==> config.mk <==
export PLATFORM = sky130hd
export DESIGN_NAME = wishbone_arbiter_2x1_flat
export DESIGN_NICKNAME = d
export VERILOG_FILES = /design/src/rtl/wishbone_arbiter_2x1_if.sv /design/src/rtl/wishbone_arbiter_2x1.sv /design/src/flat_wrapper.sv
export SDC_FILE = /design/constraint.sdc
export NUM_CORES = 1
export LEC_CHECK = 0
export BUFFER_PORTS_ARGS = -buffer_cell sky130_fd_sc_hd__buf_2
export CAP_MARGIN = 20
export CORE_AREA = 2 2 125 127
export CTS_BUF_LIST = sky130_fd_sc_hd__clkbuf_4 sky130_fd_sc_hd__clkbuf_8
export DETAILED_ROUTE_END_ITERATION = 6
export DIE_AREA = 0 0 127 129
export PLACE_DENSITY = 0.46
export SYNTH_ARGS = -nofsm -noshare
export SYNTH_HDL_FRONTEND = slang
export SYNTH_SLANG_ARGS = --single-unit
==> constraint.sdc <==
create_clock -name clock -period 3.1 [get_ports clock]
set_input_delay 0.155 -clock clock [delete_from_list [all_inputs] [get_ports clock]]
set_output_delay 0.155 -clock clock [all_outputs]
set_load 0.02 [all_outputs]
==> src/rtl/wishbone_arbiter_2x1_if.sv <==
// wishbone_if: point-to-point Wishbone classic bundle.
//   master modport drives cyc/stb/we/tgd/sel/addr/dat_o_p and receives dat_i_p/ack.
//   slave modport is the mirror image.
// Parameters: DATA_SIZE (data width), BYTE_SIZE (sel granule), ADDR_SIZE (address width).
interface wishbone_if #(
  parameter int DATA_SIZE = 32,
  parameter int BYTE_SIZE = 8,
  parameter int ADDR_SIZE = 32
);
  localparam int SEL_SIZE = DATA_SIZE / BYTE_SIZE;

  logic                 cyc;
  logic                 stb;
  logic                 we;
  logic                 tgd;
  logic [SEL_SIZE-1:0]  sel;
  logic [ADDR_SIZE-1:0] addr;
  logic [DATA_SIZE-1:0] dat_o_p;
  logic [DATA_SIZE-1:0] dat_i_p;
  logic                 ack;

  modport master (
    output cyc, stb, we, tgd, sel, addr, dat_o_p,
    input  dat_i_p, ack
  );

  modport slave (
    input  cyc, stb, we, tgd, sel, addr, dat_o_p,
    output dat_i_p, ack
  );
endinterface

==> src/rtl/wishbone_arbiter_2x1.sv <==
// wishbone_arbiter_2x1: shares one Wishbone slave between two requesters.
// A requester keeps the bus for its whole cyc; every release is followed by
// one IDLE turnaround cycle. Ties are broken round-robin using last_q.
//
// Build option: define WB_ARBITER_FIXED_PRIORITY_EN to drop last_q and let
// s0 always win ties (s1 may starve).
//
// Ports:
//   clock     rising-edge clock
//   reset_n   asynchronous active-low reset
//   wb_if_s0  requester 0 (slave modport)
//   wb_if_s1  requester 1 (slave modport)
//   wb_if_m   shared slave side (master modport)
//   grant     one-hot owner: 01 = s0, 10 = s1, 00 = none
//
// state | meaning
// IDLE  | no owner, master outputs forced to 0, arbitration this cycle
// GNT0  | s0 owns the bus until it drops cyc
// GNT1  | s1 owns the bus until it drops cyc
module wishbone_arbiter_2x1 #(
  parameter int DATA_SIZE = 32,
  parameter int BYTE_SIZE = 8,
  parameter int ADDR_SIZE = 32
) (
  input  logic        clock,
  input  logic        reset_n,
  wishbone_if.slave   wb_if_s0,
  wishbone_if.slave   wb_if_s1,
  wishbone_if.master  wb_if_m,
  output logic [1:0]  grant
);
  localparam int SEL_SIZE = DATA_SIZE / BYTE_SIZE;

  // Encoding matches grant directly so grant is a pure register output.
  typedef enum logic [1:0] {
    IDLE = 2'b00,
    GNT0 = 2'b01,
    GNT1 = 2'b10
  } state_e;

  state_e state_q, state_d;

`ifndef WB_ARBITER_FIXED_PRIORITY_EN
  logic last_q, last_d;
`endif

  logic                 m_cyc, m_stb, m_we, m_tgd;
  logic [SEL_SIZE-1:0]  m_sel;
  logic [ADDR_SIZE-1:0] m_addr;
  logic [DATA_SIZE-1:0] m_dat;
  logic                 ack0, ack1;

  always_ff @(posedge clock or negedge reset_n) begin
    if (!reset_n) begin
      state_q <= IDLE;
`ifndef WB_ARBITER_FIXED_PRIORITY_EN
      last_q  <= 1'b1;
`endif
    end else begin
      state_q <= state_d;
`ifndef WB_ARBITER_FIXED_PRIORITY_EN
      last_q  <= last_d;
`endif
    end
  end

  always_comb begin
    state_d = state_q;
`ifndef WB_ARBITER_FIXED_PRIORITY_EN
    last_d  = last_q;
`endif
    case (state_q)
      IDLE: begin
        if (wb_if_s0.cyc && wb_if_s1.cyc) begin
`ifdef WB_ARBITER_FIXED_PRIORITY_EN
          state_d = GNT0;
`else
          // last_q = 1 means s1 was served most recently, so s0 goes next.
          state_d = last_q ? GNT0 : GNT1;
`endif
        end else if (wb_if_s0.cyc) begin
          state_d = GNT0;
        end else if (wb_if_s1.cyc) begin
          state_d = GNT1;
        end
      end
      GNT0: begin
        if (!wb_if_s0.cyc) begin
          state_d = IDLE;
`ifndef WB_ARBITER_FIXED_PRIORITY_EN
          last_d  = 1'b0;
`endif
        end
      end
      GNT1: begin
        if (!wb_if_s1.cyc) begin
          state_d = IDLE;
`ifndef WB_ARBITER_FIXED_PRIORITY_EN
          last_d  = 1'b1;
`endif
        end
      end
      default: state_d = IDLE;
    endcase
  end

  // Mux is keyed off the state register, so an async reset drops the
  // master-side cyc/stb immediately.
  always_comb begin
    m_cyc  = 1'b0;
    m_stb  = 1'b0;
    m_we   = 1'b0;
    m_tgd  = 1'b0;
    m_sel  = '0;
    m_addr = '0;
    m_dat  = '0;
    ack0   = 1'b0;
    ack1   = 1'b0;
    case (state_q)
      GNT0: begin
        m_cyc  = wb_if_s0.cyc;
        m_stb  = wb_if_s0.stb;
        m_we   = wb_if_s0.we;
        m_tgd  = wb_if_s0.tgd;
        m_sel  = wb_if_s0.sel;
        m_addr = wb_if_s0.addr;
        m_dat  = wb_if_s0.dat_o_p;
        ack0   = wb_if_m.ack;
      end
      GNT1: begin
        m_cyc  = wb_if_s1.cyc;
        m_stb  = wb_if_s1.stb;
        m_we   = wb_if_s1.we;
        m_tgd  = wb_if_s1.tgd;
        m_sel  = wb_if_s1.sel;
        m_addr = wb_if_s1.addr;
        m_dat  = wb_if_s1.dat_o_p;
        ack1   = wb_if_m.ack;
      end
      default: ;
    endcase
  end

  assign wb_if_m.cyc      = m_cyc;
  assign wb_if_m.stb      = m_stb;
  assign wb_if_m.we       = m_we;
  assign wb_if_m.tgd      = m_tgd;
  assign wb_if_m.sel      = m_sel;
  assign wb_if_m.addr     = m_addr;
  assign wb_if_m.dat_o_p  = m_dat;

  assign wb_if_s0.ack     = ack0;
  assign wb_if_s1.ack     = ack1;
  assign wb_if_s0.dat_i_p = wb_if_m.dat_i_p;
  assign wb_if_s1.dat_i_p = wb_if_m.dat_i_p;

  assign grant = state_q;
endmodule

==> src/flat_wrapper.sv <==
// flat-port wrapper written by rule: the top's interface ports become plain ports
module wishbone_arbiter_2x1_flat 
#(
  parameter int DATA_SIZE = 32,
  parameter int BYTE_SIZE = 8,
  parameter int ADDR_SIZE = 32
)
  (clock, reset_n, grant, wb_if_s0_cyc, wb_if_s0_stb, wb_if_s0_we, wb_if_s0_tgd, wb_if_s0_sel, wb_if_s0_addr, wb_if_s0_dat_o_p, wb_if_s0_dat_i_p, wb_if_s0_ack, wb_if_s1_cyc, wb_if_s1_stb, wb_if_s1_we, wb_if_s1_tgd, wb_if_s1_sel, wb_if_s1_addr, wb_if_s1_dat_o_p, wb_if_s1_dat_i_p, wb_if_s1_ack, wb_if_m_cyc, wb_if_m_stb, wb_if_m_we, wb_if_m_tgd, wb_if_m_sel, wb_if_m_addr, wb_if_m_dat_o_p, wb_if_m_dat_i_p, wb_if_m_ack);
  wishbone_if #(.DATA_SIZE(DATA_SIZE), .BYTE_SIZE(BYTE_SIZE), .ADDR_SIZE(ADDR_SIZE)) wb_if_s0_i ();
  wishbone_if #(.DATA_SIZE(DATA_SIZE), .BYTE_SIZE(BYTE_SIZE), .ADDR_SIZE(ADDR_SIZE)) wb_if_s1_i ();
  wishbone_if #(.DATA_SIZE(DATA_SIZE), .BYTE_SIZE(BYTE_SIZE), .ADDR_SIZE(ADDR_SIZE)) wb_if_m_i ();
  input  logic clock;
  input  logic reset_n;
  output logic [1:0] grant;
  input wire logic [$bits(wb_if_s0_i.cyc)-1:0] wb_if_s0_cyc;
  input wire logic [$bits(wb_if_s0_i.stb)-1:0] wb_if_s0_stb;
  input wire logic [$bits(wb_if_s0_i.we)-1:0] wb_if_s0_we;
  input wire logic [$bits(wb_if_s0_i.tgd)-1:0] wb_if_s0_tgd;
  input wire logic [$bits(wb_if_s0_i.sel)-1:0] wb_if_s0_sel;
  input wire logic [$bits(wb_if_s0_i.addr)-1:0] wb_if_s0_addr;
  input wire logic [$bits(wb_if_s0_i.dat_o_p)-1:0] wb_if_s0_dat_o_p;
  output wire logic [$bits(wb_if_s0_i.dat_i_p)-1:0] wb_if_s0_dat_i_p;
  output wire logic [$bits(wb_if_s0_i.ack)-1:0] wb_if_s0_ack;
  input wire logic [$bits(wb_if_s1_i.cyc)-1:0] wb_if_s1_cyc;
  input wire logic [$bits(wb_if_s1_i.stb)-1:0] wb_if_s1_stb;
  input wire logic [$bits(wb_if_s1_i.we)-1:0] wb_if_s1_we;
  input wire logic [$bits(wb_if_s1_i.tgd)-1:0] wb_if_s1_tgd;
  input wire logic [$bits(wb_if_s1_i.sel)-1:0] wb_if_s1_sel;
  input wire logic [$bits(wb_if_s1_i.addr)-1:0] wb_if_s1_addr;
  input wire logic [$bits(wb_if_s1_i.dat_o_p)-1:0] wb_if_s1_dat_o_p;
  output wire logic [$bits(wb_if_s1_i.dat_i_p)-1:0] wb_if_s1_dat_i_p;
  output wire logic [$bits(wb_if_s1_i.ack)-1:0] wb_if_s1_ack;
  output wire logic [$bits(wb_if_m_i.cyc)-1:0] wb_if_m_cyc;
  output wire logic [$bits(wb_if_m_i.stb)-1:0] wb_if_m_stb;
  output wire logic [$bits(wb_if_m_i.we)-1:0] wb_if_m_we;
  output wire logic [$bits(wb_if_m_i.tgd)-1:0] wb_if_m_tgd;
  output wire logic [$bits(wb_if_m_i.sel)-1:0] wb_if_m_sel;
  output wire logic [$bits(wb_if_m_i.addr)-1:0] wb_if_m_addr;
  output wire logic [$bits(wb_if_m_i.dat_o_p)-1:0] wb_if_m_dat_o_p;
  input wire logic [$bits(wb_if_m_i.dat_i_p)-1:0] wb_if_m_dat_i_p;
  input wire logic [$bits(wb_if_m_i.ack)-1:0] wb_if_m_ack;
  assign wb_if_s0_i.cyc = wb_if_s0_cyc;
  assign wb_if_s0_i.stb = wb_if_s0_stb;
  assign wb_if_s0_i.we = wb_if_s0_we;
  assign wb_if_s0_i.tgd = wb_if_s0_tgd;
  assign wb_if_s0_i.sel = wb_if_s0_sel;
  assign wb_if_s0_i.addr = wb_if_s0_addr;
  assign wb_if_s0_i.dat_o_p = wb_if_s0_dat_o_p;
  assign wb_if_s0_dat_i_p = wb_if_s0_i.dat_i_p;
  assign wb_if_s0_ack = wb_if_s0_i.ack;
  assign wb_if_s1_i.cyc = wb_if_s1_cyc;
  assign wb_if_s1_i.stb = wb_if_s1_stb;
  assign wb_if_s1_i.we = wb_if_s1_we;
  assign wb_if_s1_i.tgd = wb_if_s1_tgd;
  assign wb_if_s1_i.sel = wb_if_s1_sel;
  assign wb_if_s1_i.addr = wb_if_s1_addr;
  assign wb_if_s1_i.dat_o_p = wb_if_s1_dat_o_p;
  assign wb_if_s1_dat_i_p = wb_if_s1_i.dat_i_p;
  assign wb_if_s1_ack = wb_if_s1_i.ack;
  assign wb_if_m_cyc = wb_if_m_i.cyc;
  assign wb_if_m_stb = wb_if_m_i.stb;
  assign wb_if_m_we = wb_if_m_i.we;
  assign wb_if_m_tgd = wb_if_m_i.tgd;
  assign wb_if_m_sel = wb_if_m_i.sel;
  assign wb_if_m_addr = wb_if_m_i.addr;
  assign wb_if_m_dat_o_p = wb_if_m_i.dat_o_p;
  assign wb_if_m_i.dat_i_p = wb_if_m_dat_i_p;
  assign wb_if_m_i.ack = wb_if_m_ack;
  wishbone_arbiter_2x1 #(.DATA_SIZE(DATA_SIZE), .BYTE_SIZE(BYTE_SIZE), .ADDR_SIZE(ADDR_SIZE)) u_core (.clock(clock), .reset_n(reset_n), .wb_if_s0(wb_if_s0_i), .wb_if_s1(wb_if_s1_i), .wb_if_m(wb_if_m_i), .grant(grant));
endmodule
Word level (Yosys, flattened, before mapping)
Cells that the tools add are included.
{ "totals": {"input_bits": 179, "regBits": 3, "output_inout_bits": 140, "wordCells": 31} }
{ "op_classes": {"n_mux": 19, "n_eq_ne": 5, "n_reduce_logical": 5} }
{ "ops": {"columns": ["op", "n"], "rows": [
  ["one-hot mux 32 bit (2 select lines)", 2],
  ["two-way mux 2 bit", 6],
  ["one-hot mux 1 bit (2 select lines)", 5],
  ["one-hot mux 4 bit (2 select lines)", 1],
  ["one-hot mux 2 bit (3 select lines)", 1],
  ["AND reduction 3 bit", 2],
  ["two-way mux 1 bit", 4],
  ["inequality test 2 bit (second input constant)", 2],
  ["inequality test 4 x 3 -> 1 bit (second input constant)", 1],
  ["== test 2 x 1 -> 1 bit (second input constant)", 1],
  ["== test 2 bit (second input constant)", 1],
  ["zero test 2 bit", 1],
  ["nonzero test 2 bit", 1],
  ["logical AND 1 bit", 1]
]} }

Logic depth before layout (Yosys ltp)
Gate-level depths: netlist of the first run.
{ "logic_depth": {"ltp_word": 4, "mapped_depth": 6, "depth_no_buf": 5} }

Least setup slack after synthesis of the first run
OpenSTA, ideal clock, no wires.
{ "synth_timing": {"path_type": "reg-to-output", "start": "register u_core.state_q[0], in the netlist u_core.grant[0]", "end": "output wb_if_m_addr[0]", "arrival_time_ns": 1.639, "required_time_ns": 2.945, "path_buffers": 2, "setup_slack_ns": 1.306, "stages_incl_launch_ff": 6, "cell_sequence": "dfrtp_1 inv_1 ha_1 clkbuf_1 clkbuf_1 nor2b_1"} }
{ "synth_between": {"elab_chain_cells": 2, "word_cells_on_any_way": 3, "classes_between": "eq/ne: 2; mux: 1"} }
{ "synth_rtl": {"columns": ["item", "line", "source"], "rows": [
  ["start: declaration", "wishbone_arbiter_2x1.sv:41", "state_e state_q, state_d;"],
  ["start signal: assignment", "wishbone_arbiter_2x1.sv:60", "state_q <= state_d;"],
  ["== test 2 bit / == test 2 x 1 -> 1 bit (equally long branches)", "wishbone_arbiter_2x1.sv:119", "case (state_q)"],
  ["one-hot mux 32 bit (2 select lines) *", "wishbone_arbiter_2x1.sv:119", null],
  ["end: declaration", "flat_wrapper.sv:38", "output wire logic [$bits(wb_if_m_i.addr)-1:0] wb_if_m_addr;"]
]} }
Every way passes the cells marked *; elsewhere a longest branch is shown, timed or not.

Worst setup path after layout of the first run
{ "layout_timing": {"start": "register u_core.state_q[1], in the netlist u_core.grant[1]", "end": "output wb_if_m_addr[13]"} }
Same word-level chain as after synthesis.

==> results of run 1 <==
==> layout make-up <==
cell class	count	area share (%)
inverter	4	0.556
timing repair buffer	228	43.9
sequential	3	2.83
tap	188	8.72
multi-input combinational	158	42.2
clock buffer	4	1.81
==> per-layer routing <==
layer / global-route usage (%) / vias to the layer above
met5: 0 / -
met4: 2.33 / 2
met3: 2.66 / 19
met2: 16.2 / 142
met1: 9.37 / 1001
li1: - / 1114
==> synth_stat cells <==
master     count  area share, %
and2_1         2           0.69
o2111ai_1      1           0.48
dfstp_2        1            1.4
buf_6          1           0.62
a21boi_0       1           0.41
inv_1          4           0.82
a22oi_1       71             29
buf_4         65             27
o21ai_0        2           0.55
dfrtp_1        2            2.7
buf_2         14            3.8
a21oi_1        1           0.27
clkbuf_1       8            1.6
nor2b_1       72             25
ha_1           4            2.7
a32o_1         1           0.55
mux2_4         1           0.82
o21ai_2        1           0.48
a22oi_4        1            1.2
==> sequential cells by signal, summed over array words and instances (netlist names) <==
name           flops
u_core.grant       2
u_core.last_q      1
==> power by group through the flow <==
stage                     clock network [uW]  registers (uW)  logic [uW]
final                                    119            77.8        2210
after detailed placement                   0            77.9        2230
after CTS                                122            77.8        2230
after floorplan                            0            88.8        1670
after global routing                     129            80.6        2410
after global placement                     0            78.0        2240
==> how the worst min path moves through the flow <==
stage / from / to / slack, ps
final: reset_n / u_core.grant[1] / 260
after global routing: reset_n / u_core.grant[1] / 280
after CTS: reset_n / u_core.grant[1] / 260
after detailed placement: reset_n / u_core.grant[1] / -40
after global placement: reset_n / u_core.grant[1] / -40
after floorplan: reset_n / u_core.grant[0] / -140
==> worst max-delay path, stage by stage, from the launching register on <==
cell and delay [ps]:
dfrtp_1 400, inv_1 90, ha_2 700, buf_4 340, nor2b_1 160, buf_2 170
==> stage by stage <==
| step | setup slack (ps) | util [%] | instances | instance area [sq um] |
|---|---|---|---|---|
| finish | 853 | 18.0 | 585 | 2700 |
| global route | 663 | 18.0 | 585 | 2700 |
| CTS | 823 | 18.0 | 585 | 2700 |
| detailed placement | 1040 | 17.6 | 580 | 2640 |
| global placement | 1020 | 17.6 | 580 | 2640 |
| floorplan | 1310 | - | 253 | 1820 |
==> timing repair <==
| item | 4_1_cts | 5_1_grt |
|---|---|---|
| buffers inserted | 0 | 0 |
| endpoints found under the hold margin | 3 | 0 |
| hold buffers | 1 | 0 |
| endpoints found under the setup margin | 0 | 0 |
==> kinds of logic (layout without fill, tap and decap cells) <==
group	count (synthesis)	in the layout
buf+inv	92	236
compound gates	79	79
simple gates	74	74
fa+ha+maj	4	4
flops	3	3
mux	1	1
==> flow_summary.yaml, run 1 <==
pwr:
  p_seq_share_pct: 3.2
  power_density_nw_per_um2: 891
  swShare_pct: 55.5
  combPwrFrac_pct: 91.8
  power.internal_uw: 1070
  p_switching_uw: 1330
  pwr-share-clk_pct: 4.9
  peakVddDrop_mv: 0.359
  total_power_uw: 2410
  leakagePower_uw: 0.00138
critical_path:
  path_class: "register to primary output"
  cp-end-kind: "primary output"
  critPathLaunchType: "register"
  r2r_slack_ps: 1510
  path_max_fanout: 35
  critPathArrivalTime_ps: 2090
  r2r_cells: 5
  worstReg2RegStart: "u_core.grant[0]"
  r2r-end: "u_core.last_q"
  crit_end: "wb_if_m_addr[13]"
  crit_start: "u_core.grant[1]"
  worst_ep_required_time_ps: 2940
logic_synthesis:
  syn_area_per_cell_sq_um: 7.21
  netlist_area_sq_um: 1820
  seq_area_frac_synth_pct: 4.19
  synth_adder_area_share_pct: 2.75
  synth_cell_types: 19
  synth_seq_cells: 3
  synth.net_count: 436
  postSynthCellCount: 253
  yosysWarnings: 0
  synth_compound_area_share_pct: 33.2
  synthXorXnorAreaFrac_pct: 0
  synth_top_family_by_area: "buffers and inverters"
  synthSimpleGateAreaFrac_pct: 25.4
  synth_mux_area_share_pct: 0.824
sta:
  hold_ws_ps: 264
  fin_skew_ps: 1.39
  slew_viol_final: 0
  hold_viol: 0
  setup_tns_ps: 0
  tightestPinTransition_ps: 568
  rsz0062_at_grt: "no"
  period_needed_ps: 2250
  setup_violations: 0
  slew_headroom_pct: 62.1
  max_freq_ghz: 0.445
  period_share_pct: 72.5
clocking:
  cts_repair_resize_count: 0
  cts_root_buf: "clkbuf_8"
  clkSinkCount: 3
  clkTransAtPathRegs_ps: 30
  cts_max_path_buffers: 2
  htree_levels: 1
  tritoncts: "yes"
  numCtsBuffers: 3
  clk_latency_ps: 210
detailed_routing:
  antenna_left: 0
  drc_errors: 0
  first_iter_violations: 66
  via_count: 2278
  drtPass1Iterations: 4
  wl_met1_microns: 3010
  viasPerCell: 3.89
  dr.max_layer_used: "met5"
  wl_met3_microns: 824
  wl_microns: 7990
  wl_met2_microns: 4010
  wire_per_inst_microns: 13.7
floorplan:
  fp.dieH_microns: 129
  start_util_pct: 12.2
  pin_count: 319
  fp.dieW_microns: 127
  num_rows: 45
  core-area_sq_um: 15000
  die_area_sq_um: 16400
global_routing:
  grt_usage_pct: 8.61
  grt_pass1_vias: 2144
  grt_pass1_wl_microns: 11400
  grt_max_degree: 59
  antenna_found_initial: 1
  grt-ovfl-total: 0
finish:
  area_delta_synth_final_pct: 48.0
  final_common_cell: "buf_2"
  multiInputGateArea_sq_um: 1140
  n_fill_cell: 1723
  final_cell_mix: "buf_2, nor2b_1, a22oi_1"
  drive_gt1_share_pct: 59.9
  layout.area.seq_sq_um: 76.3
  diodes: 0
  final_nets: 581
run_status:
  status: "completed"
place:
  place_congestion: 0.703
  port_buffers: 222
  place_hpwl_microns: 6410
run:
  max_cap_viol_count: 0
hold_path:
  hold_class: "input pin to asynchronous set/reset pin"
Note: power is estimated with default switching activity, not from simulation.
==> run 2, diff against run 1 <==
Settings changed: CORE_AREA 2 2 125 127 to 2 2 126 128, DIE_AREA 0 0 127 129 to 0 0 128 130, PLACE_DENSITY 0.46 to 0.45.
Clock period 3.1 ns to 2.15 ns, I/O delays scaled along.
==> flow_summary.yaml, run 2 (synthesized netlist as in run 1, its figures left out) <==
run_status:
  status: "completed"
finish:
  final_common_cell: "buf_2"
  largest_register_ffs: 2
  final_nets: 582
  final_cell_mix: "buf_2, nor2b_1, a22oi_1"
  drive_gt1_share_pct: 60.1
  diodes: 0
  area_delta_synth_final_pct: 48.7
critical_path:
  critPathSlowestCell: "dfrtp_1"
  worstReg2RegStart: "u_core.grant[0]"
  r2r-end: "u_core.last_q"
  critPathMaxStageDelay_ps: 410
  crit_chain: "inv_1, ha_2, buf_4, nor2b_1, buf_2"
  critPathArrivalTime_ps: 1790
  crit_end: "wb_if_m_dat_o_p[16]"
  path_max_fanout: 40
  path_class: "register to primary output"
  worst_ep_required_time_ps: 2040
  r2r_slack_ps: 560
  crit_cells: 5
  critPathLaunchType: "register"
  cp-end-kind: "primary output"
  r2r_cells: 6
  crit_start: "u_core.grant[1]"
  path_delay_family: "buffers and inverters"
  worst-path-buf-inv: 3
sta:
  setup_violations: 0
  hold_ws_ps: 215
  rsz0062_at_grt: "no"
  fin_skew_ps: 4.79
  setup_tns_ps: 0
  period_share_pct: 88.3
  hold_viol: 0
  tightestPinTransition_ps: 350
  period_needed_ps: 1900
  slew_viol_final: 0
  slew_headroom_pct: 76.7
  max_freq_ghz: 0.527
floorplan:
  die_area_sq_um: 16600
  fp.dieW_microns: 128
  num_rows: 46
  core-area_sq_um: 15400
  fp.dieH_microns: 130
  start_util_pct: 11.8
  pin_count: 319
pwr:
  leakagePower_uw: 0.00138
  total_power_uw: 3460
  peakVddDrop_mv: 0.636
  p_seq_share_pct: 3.2
  power.internal_uw: 1530
  swShare_pct: 55.7
  pwr-share-clk_pct: 5.2
  power_density_nw_per_um2: 1280
  p_switching_uw: 1930
  combPwrFrac_pct: 91.6
clocking:
  numCtsBuffers: 3
  clkTransAtPathRegs_ps: 30
  cts_max_path_buffers: 2
  htree_levels: 1
  clk_latency_ps: 220
  tritoncts: "yes"
  clkSinkCount: 3
  cts_root_buf: "clkbuf_8"
global_routing:
  antenna_found_initial: 1
  grt_pass1_vias: 2141
  grt_max_degree: 51
  grt-ovfl-total: 0
  grt_usage_pct: 7.66
  grt_pass1_wl_microns: 10400
detailed_routing:
  drtPass1Iterations: 4
  viasPerCell: 3.88
  via_count: 2291
  wire_per_inst_microns: 12.3
  antenna_left: 0
  wl_microns: 7240
  drc_errors: 0
  first_iter_violations: 61
place:
  place_congestion: 0.742
  port_buffers: 222
  place_hpwl_microns: 5720
run:
  max_cap_viol_count: 0
hold_path:
  hold_class: "input pin to asynchronous set/reset pin"
==> run 2: layout make-up <==
type	instances	area, sq um
Fill cell	1774	12700
Timing Repair Buffer	229	1190
Sequential cell	3	76.3
Tap cell	192	240
Inverter	4	15.0
Multi-Input combinational cell	158	1140
Clock buffer	4	48.8
==> run 2: power by group through the flow <==
stage	logic (uW)	clock network, uW	registers (uW)
CTS	3220	181	112
global placement	3240	0	111
finish	3170	178	112
detailed placement	3210	0	113
global route	3470	191	116
floorplan	2400	0	128
==> run 2: layer usage <==
metal  vias up  share of wire (%)  GRT usage (%)
met1       994                 39           8.82
met3        38                9.9           2.17
met5         -               0.18              0
met2       139                 48           13.2
met4         2                3.6           3.49
li1       1118                  -              -
==> run 2: per-stage QoR <==
step	setup WS (ps)	util [%]	std cells	cell area (sq um)
2_1_floorplan	404	-	253	1820
3_3_place_gp	454	17.2	585	2650
3_5_place_dp	433	17.2	585	2650
4_1_cts	199	17.6	590	2710
5_1_grt	139	17.6	590	2710
6_report	251	17.6	590	2710
==> run 2: timing repair <==
item                                   in CTS  in global routing
buffers inserted                            0                  0
endpoints found under the hold margin       3                  0
resized for setup                           0                  0
hold buffers                                1                  0
==> run 2: worst min-delay path by stage <==
stage,from,endpoint,slack [ps],cells after the start
2_1_floorplan,reset_n,u_core.grant[0],-190,0
3_3_place_gp,reset_n,u_core.grant[0],-80,1
3_5_place_dp,reset_n,u_core.grant[1],-80,1
4_1_cts,reset_n,u_core.grant[1],220,2
5_1_grt,reset_n,u_core.grant[0],220,2
6_report,reset_n,u_core.grant[0],220,2
==> run 3, diff against run 2 <==
Settings changed: CELL_PAD_IN_SITES_DETAIL_PLACEMENT set to 0, CELL_PAD_IN_SITES_GLOBAL_PLACEMENT set to 1, CORE_AREA 2 2 126 128 to 2 2 124 126, DIE_AREA 0 0 128 130 to 0 0 126 128, PLACE_DENSITY 0.45 to 0.71, SLEW_MARGIN set to 10, TNS_END_PERCENT set to 5.
==> flow_summary.yaml, run 3 (synthesized netlist as in run 1, its figures left out) <==
run_status:
  status: "completed"
sta:
  fin_skew_ps: 3.72
  period_share_pct: 87.8
  slew_headroom_pct: 83.2
  max_freq_ghz: 0.530
  tightestPinTransition_ps: 252
  setup_violations: 0
  period_needed_ps: 1890
  rsz0062_at_grt: "no"
  hold_ws_ps: 204
  slew_viol_final: 0
  setup_tns_ps: 0
  hold_viol: 0
global_routing:
  antenna_found_initial: 0
  grt_max_degree: 73
  grt_pass1_vias: 2159
  grt_usage_pct: 8.36
  grt-ovfl-total: 0
  grt_pass1_wl_microns: 10900
run:
  max_cap_viol_count: 0
detailed_routing:
  drc_errors: 0
  via_count: 2369
  wl_microns: 7690
  drtPass1Iterations: 6
  antenna_left: 0
  wire_per_inst_microns: 13.1
  viasPerCell: 4.04
  first_iter_violations: 97
finish:
  largest_register_ffs: 2
  layout.area.seq_sq_um: 76.3
  final_common_cell: "buf_2"
  final_cell_mix: "buf_2, nor2b_1, a22oi_1"
  n_fill_cell: 1723
  final_nets: 582
  multiInputGateArea_sq_um: 1140
  drive_gt1_share_pct: 60.1
  diodes: 0
  post-route-util_pct: 18.5
  area_delta_synth_final_pct: 51.2
place:
  port_buffers: 222
  place_hpwl_microns: 6340
  place_congestion: 0.739
pwr:
  leakagePower_uw: 0.00140
  peakVddDrop_mv: 1.19
  power_density_nw_per_um2: 1290
floorplan:
  core-area_sq_um: 14900
  start_util_pct: 12.3
  die_area_sq_um: 16100
  num_rows: 45
  fp.dieW_microns: 126
  fp.dieH_microns: 128
  pin_count: 319
clocking:
  numCtsBuffers: 3
  cts_max_path_buffers: 2
  clk_latency_ps: 220
  cts_root_buf: "clkbuf_8"
  cts_setup_buffers: 0
  clkTransAtPathRegs_ps: 30
  htree_levels: 1
  tritoncts: "yes"
  clkSinkCount: 3
hold_path:
  hold_class: "input pin to asynchronous set/reset pin"
critical_path:
  path_class: "register to primary output"
  cp-end-kind: "primary output"
  r2r_slack_ps: 550
  path_max_fanout: 38
  critPathLaunchType: "register"
  critPathArrivalTime_ps: 1780
  worst_ep_required_time_ps: 2040
## run 3: cell counts in the layout (fill, tap and decap cells not counted)
Identical to the previous run, type by type.
## run 3: final timing paths
kind | startpoint | endpoint | depth (start not counted)
worst max-delay path | u_core.grant[1] | wb_if_m_addr[8] | 7
worst min-delay path | reset_n | u_core.grant[1] | 2
worst max register to register | u_core.grant[0] | u_core.last_q | 6
worst min register to register | u_core.grant[1] | u_core.grant[1] | 1
max in group asynchronous | reset_n | u_core.last_q | 2
min in group clock | wb_if_m_dat_i_p[6] | wb_if_s0_dat_i_p[6] | 0
## run 3: per-layer routing
layer | up-vias | wire length, microns | track usage, %
li1 | 1113 | - | -
met1 | 1052 | 2480 | 7.86
met2 | 188 | 4140 | 17.2
met3 | 16 | 929 | 2.38
met4 | 0 | 134 | 2.65
met5 | - | 0 | 0
## run 3: where the power goes
group	leakage (uW)	total, uW	switching, uW	internal [uW]
logic	0.00133	3280	1860	1410
clock network	0.0000262	182	42.4	139
registers	0.0000362	111	23.7	87.1
## run 3: cell type report
type,count,share of cell area [%]
repair buffers,229,45.0
multi-input cells,158,41.4
well taps,188,8.53
flip-flops and latches,3,2.77
clock buffers,4,1.77
inverters,4,0.545
## run 3: critical path, stage by stage, from the launching register on
cell     delay (ps)
dfrtp_1         420
inv_1           100
ha_2            250
buf_12          170
buf_12          210
a22oi_1          90
nor2b_1         120
buf_2           170
## run 3: metrics by stage
stage,power [uW],std cells,instance area [sq um],setup slack [ps]
after floorplan,2530,253,1820,404
after global placement,3440,581,2700,513
after detailed placement,3430,581,2700,478
after CTS,3620,586,2760,242
after global routing,3870,586,2760,106
final,3570,586,2760,262
## run 3: what timing repair did
action | CTS | global route
gates resized for setup | 0 | 0
hold buffers | 1 | 0
hold endpoints to repair | 3 | 0
